**config.mk**
```make
export PLATFORM = sky130hd
export DESIGN_NAME = reg_dump_reader_flat
export DESIGN_NICKNAME = d
export VERILOG_FILES = /design/src/rtl/reg_dump_if.sv /design/src/rtl/reg_dump_reader.sv /design/src/flat_wrapper.sv
export SDC_FILE = /design/constraint.sdc
export NUM_CORES = 1
export LEC_CHECK = 0
export BUFFER_PORTS_ARGS = -buffer_cell sky130_fd_sc_hd__buf_2
export CAP_MARGIN = 10
export CORE_ASPECT_RATIO = 1.1
export CORE_UTILIZATION = 49
export CTS_BUF_LIST = sky130_fd_sc_hd__clkbuf_4 sky130_fd_sc_hd__clkbuf_8 sky130_fd_sc_hd__clkbuf_16
export CTS_CLUSTER_DIAMETER = 120
export DETAILED_ROUTE_END_ITERATION = 10
export HOLD_SLACK_MARGIN = 0.02
export PLACE_DENSITY = 0.79
export SETUP_SLACK_MARGIN = 0.3
export SLEW_MARGIN = 5
export SYNTH_ARGS = -nofsm -noshare
export SYNTH_HDL_FRONTEND = slang
export SYNTH_SLANG_ARGS = --single-unit
```
**constraint.sdc**
```tcl
create_clock -name clk -period 1.9 [get_ports clk]
set_input_delay 0.285 -clock clk [delete_from_list [all_inputs] [get_ports clk]]
set_output_delay 0.285 -clock clk [all_outputs]
set_load 0.005 [all_outputs]
```
**src/rtl/reg_dump_if.sv**
```systemverilog
// Valid/ready word stream carrying {address, data} pairs
// out of the register dump reader.
interface reg_dump_if #(
  parameter int DATA_W = 32,
  parameter int ADDR_W = 5
);
  logic              out_valid;
  logic              out_ready;
  logic [ADDR_W-1:0] out_addr;
  logic [DATA_W-1:0] out_data;

  modport master (
    output out_valid,
    output out_addr,
    output out_data,
    input  out_ready
  );

  modport slave (
    input  out_valid,
    input  out_addr,
    input  out_data,
    output out_ready
  );
endinterface

```
**src/rtl/reg_dump_reader.sv**
```systemverilog
// Debug scanner for the register file: walks a wrapping address
// range over one read port, streams {addr,data} and XORs a checksum.
module reg_dump_reader #(
  parameter int DATA_W = 32,
  parameter int ADDR_W = 5
) (
  input  logic              clk,
  input  logic              rst,
  input  logic              start,
  input  logic [ADDR_W-1:0] first_addr,
  input  logic [ADDR_W-1:0] last_addr,
  output logic [ADDR_W-1:0] ra,
  input  logic [DATA_W-1:0] rd,
  reg_dump_if.master        out,
  output logic              busy,
  output logic              done,
  output logic [DATA_W-1:0] checksum
);

  typedef enum logic [1:0] {
    S_IDLE,
    S_READ,
    S_HOLD,
    S_DONE
  } state_t;

  state_t            state_q, state_d;
  logic [ADDR_W-1:0] ra_q, ra_d;
  logic [ADDR_W-1:0] last_q, last_d;
  logic              valid_q, valid_d;
  logic [ADDR_W-1:0] addr_q, addr_d;
  logic [DATA_W-1:0] data_q, data_d;
  logic [DATA_W-1:0] sum_q, sum_d;
  logic              fire;

  assign fire = valid_q && out.out_ready;

  always_ff @(posedge clk) begin
    if (rst) begin
      state_q <= S_IDLE;
      ra_q    <= '0;
      last_q  <= '0;
      valid_q <= 1'b0;
      addr_q  <= '0;
      data_q  <= '0;
      sum_q   <= '0;
    end else begin
      state_q <= state_d;
      ra_q    <= ra_d;
      last_q  <= last_d;
      valid_q <= valid_d;
      addr_q  <= addr_d;
      data_q  <= data_d;
      sum_q   <= sum_d;
    end
  end

  always_comb begin
    state_d = state_q;
    ra_d    = ra_q;
    last_d  = last_q;
    valid_d = valid_q;
    addr_d  = addr_q;
    data_d  = data_q;
    sum_d   = sum_q;
    unique case (state_q)
      S_IDLE: begin
        if (start) begin
          last_d  = last_addr;
          ra_d    = first_addr;
          sum_d   = '0;
          state_d = S_READ;
        end
      end
      S_READ: begin
        // capture what the file shows this cycle
        data_d  = rd;
        addr_d  = ra_q;
        valid_d = 1'b1;
        sum_d   = sum_q ^ rd;
        state_d = S_HOLD;
      end
      S_HOLD: begin
        if (fire) begin
          valid_d = 1'b0;
          if (addr_q == last_q) begin
            state_d = S_DONE;
          end else begin
            ra_d    = ra_q + ADDR_W'(1);
            state_d = S_READ;
          end
        end
      end
      S_DONE: begin
        state_d = S_IDLE;
      end
      default: begin
        state_d = S_IDLE;
      end
    endcase
  end

  assign ra            = ra_q;
  assign out.out_valid = valid_q;
  assign out.out_addr  = addr_q;
  assign out.out_data  = data_q;
  assign busy          = (state_q == S_READ) || (state_q == S_HOLD);
  assign done          = (state_q == S_DONE);
  assign checksum      = sum_q;

endmodule

```
**src/flat_wrapper.sv**
```systemverilog
// flat-port wrapper written by rule: the top's interface ports become plain ports
module reg_dump_reader_flat 
#(
  parameter int DATA_W = 32,
  parameter int ADDR_W = 5
)
  (clk, rst, start, first_addr, last_addr, ra, rd, busy, done, checksum, out_out_valid, out_out_addr, out_out_data, out_out_ready);
  reg_dump_if #(.DATA_W(DATA_W), .ADDR_W(ADDR_W)) out_i ();
  input  logic clk;
  input  logic rst;
  input  logic start;
  input  logic [ADDR_W-1:0] first_addr;
  input  logic [ADDR_W-1:0] last_addr;
  output logic [ADDR_W-1:0] ra;
  input  logic [DATA_W-1:0] rd;
  output logic busy;
  output logic done;
  output logic [DATA_W-1:0] checksum;
  output wire logic [$bits(out_i.out_valid)-1:0] out_out_valid;
  output wire logic [$bits(out_i.out_addr)-1:0] out_out_addr;
  output wire logic [$bits(out_i.out_data)-1:0] out_out_data;
  input wire logic [$bits(out_i.out_ready)-1:0] out_out_ready;
  assign out_out_valid = out_i.out_valid;
  assign out_out_addr = out_i.out_addr;
  assign out_out_data = out_i.out_data;
  assign out_i.out_ready = out_out_ready;
  reg_dump_reader #(.DATA_W(DATA_W), .ADDR_W(ADDR_W)) u_core (.clk(clk), .rst(rst), .start(start), .first_addr(first_addr), .last_addr(last_addr), .ra(ra), .rd(rd), .out(out_i), .busy(busy), .done(done), .checksum(checksum));
endmodule
```
==> flow_metrics.tcl <==
set metrics [dict create \
    critPathMaxStageDelay_ps 420 \
    ys_top_cells_by_count "dfxtp_1 (82), nor2_1 (74), nand2_1 (41)" \
    antenna_found_initial 0 \
    synth_nets 407 \
    cp_slowest_cell "a2111oi_1" \
    detail_route.wl_per_cell_um 14.2 \
    clk_pin_slew_worst_paths_ps 90 \
    postSynth.asyncResetShare 0 \
    cts_tree "done" \
    yosys.area.top_type "dfxtp_1" \
    power.leakage_nw 2.07 \
    synth.avg_cell_area_um2 9.45 \
    grt_pass1_wl_mm 11.7 \
    io_pins 123 \
    pwr_density_cell_nw_per_um2 1610 \
    cts_made_buffers 9 \
    clock_skew_ps 8.57 \
    r2r_start "u_core.state_q[1]" \
    synth_top_cell_area_share 0.490 \
    post_dp_cell_area_um2 4030 \
    clock_sinks 82 \
    path_class "reg -> reg" \
    clockRootBuffer "clkbuf_8" \
    synthCells 355 \
    rows 31 \
    grtUsageTotal 0.216 \
    synth_ff_type "dfxtp_1" \
    status "complete, no violations" \
    required_ps 2140 \
    die_h_um 88.8 \
    ant_nets 0 \
    fp.dieW_um 80.9 \
    peakVddDrop_v 0.00121 \
    yosys_warnings 0 \
    worst_slack_ps 253 \
    max_freq_mhz 607 \
    period_share 0.867 \
    nFillCells 576 \
    tightest_slew_ps 386 \
    finalCriticalPeriod_ps 1650 \
    r2r_cells 6 \
    hold_viol_final 0 \
    synth-seq-cells 82 \
    layout-drive-gt1-share 0.354 \
    nets 533 \
    numPortBuffers 122 \
    first_iter_violations 105 \
    drv_cap 0 \
    hp-class "in -> reg" \
    synth_cell_types 38 \
    syn_area_um2 3350 \
    fin_util 0.658 \
    htree_levels 3 \
    clock_latency_ps 350 \
    core_um2 6590 \
    ys_seq_area_frac 0.490 \
    grt_max_degree 40 \
    initial_core_util 0.509 \
    path_max_fanout 6 \
    vias 2845 \
    arrival_ps 1890 \
    r2r-end "u_core.ra[3]" \
    synth_area_leaders "dfxtp_1 (49%), mux2i_1 (12%), xor2_1 (8.4%)" \
    clockBufferDepth 2 \
    slew_headroom 0.742 \
    rsz0062_at_grt "yes" \
    viasPerCell 5.01 \
    final_area_um2 4340 \
    finalSetupTns_ps 0 \
    yosysMostFrequentCell "dfxtp_1" \
    antennaDiodeCount 0 \
    setup_viol 0 \
    grt_overflow 0 \
    dieArea_um2 7180 \
    rrSetupSlack_ps 250 \
    globalplace.congestion 0.774 \
    instances_no_fill 568 \
    dp_cells 545 \
    pre_cts_ws_ps 48.0 \
    routed_wl_mm 8.04 \
    whs_ps 184 \
    end_kind "flop" \
    endpoint "u_core.ra[3]" \
    dr.pass1.iters 4 \
    drc 0 \
    crit_path_start "u_core.state_q[1]" \
    path_cells "inv_2 -> ha_4 -> nor2b_4 -> a2111oi_1 -> o21ai_1 -> a32o_1" \
    critPathLaunchType "flop" \
    grt_pass1_vias 2522 \
    synth-edff-count 0 \
    report.final.slew_viol_count 0 \
    finalPower_mw 6.97 \
    syn2layout_area_growth_pct 29.4 \
    post-dp-hpwl_mm 5.38 \
]
-- flip-flops by register name, indices dropped and copies added (netlist names) --
name	flops
u_core.checksum	32
u_core.out.out_data	32
u_core.last_q	5
u_core.out.out_addr	5
u_core.ra	5
u_core.state_q	2
u_core.out.out_valid	1
-- repair_timing --
item                                    in CTS  in global routing
setup buffers                                6                  0
pin swaps                                    5                  0
hold buffers                                 0                  0
cloned                                       0                  1
gates resized for setup                     11                  9
endpoints found under the setup margin      37                 36
-- logic make-up after synthesis --
family / Yosys count / synth area share
xor+xnor: 37 / 0.0966
simple gates: 137 / 0.170
buf+inv: 25 / 0.0381
mux: 41 / 0.123
flops: 82 / 0.490
compound gates: 27 / 0.0604
fa+ha+maj: 6 / 0.0224
-- report_power, final --
group / internal (mW) / leakage [nW] / switching (mW)
sequential: 2.24 / 0.672 / 0.368
clock: 0.533 / 0.0898 / 0.652
combinational: 1.50 / 1.31 / 1.67
-- worst min-delay path by stage --
stage,start,end,depth (start not counted)
2_1_floorplan,rd[22],u_core.out.out_data[22],2
3_3_place_gp,u_core.last_q[3],u_core.last_q[3],2
3_5_place_dp,u_core.last_q[3],u_core.last_q[3],2
4_1_cts,last_addr[3],u_core.last_q[3],3
5_1_grt,rd[27],u_core.out.out_data[27],3
6_report,rd[12],u_core.out.out_data[12],3
-- worst max-delay path, delay by kind of cell (launching register included) --
| family | cells | cell delay [ps] |
|---|---|---|
| adder cells (fa/ha/maj) | 1 | 180 |
| AO/OA/AOI/OAI | 3 | 770 |
| AND/OR/NAND/NOR | 1 | 150 |
| flip-flops | 1 | 380 |
| buffers and inverters | 1 | 60 |
-- cells in the final DEF (no fill, tap or decap), drive strengths merged, types with 2 or more instances in the layout --
master,n
nor2b,3
xor2,32
o32ai,2
nor3,4
a211oi,2
ha,6
clkbuf,11
clkinvlp,2
mux2i,39
xnor2,5
nand2,41
dfxtp,82
buf,134
nand2b,3
inv,7
nor2,74
o21ai,2
nand3,7
a21oi,11
mux2,3
-- layout make-up --
class                   instances  area, um^2  area share
multi-input cells             249        1660       0.383
well taps                      82         103      0.0237
flip-flops and latches         82        1650       0.380
repair buffers                134         721       0.166
inverters                       5        21.3     0.00490
clock inverters                 5        37.5     0.00865
clock buffers                  11         145      0.0335
-- metal layers --
metal  track usage  vias to the layer above  routed length [um]
met5             0                        -                   0
met4        0.0909                        0                 129
met3        0.0567                       11                 353
met2         0.377                       79                4140
met1         0.249                     1345                3420
li1              -                     1410                   -
Power figures use the tool's default switching activity.
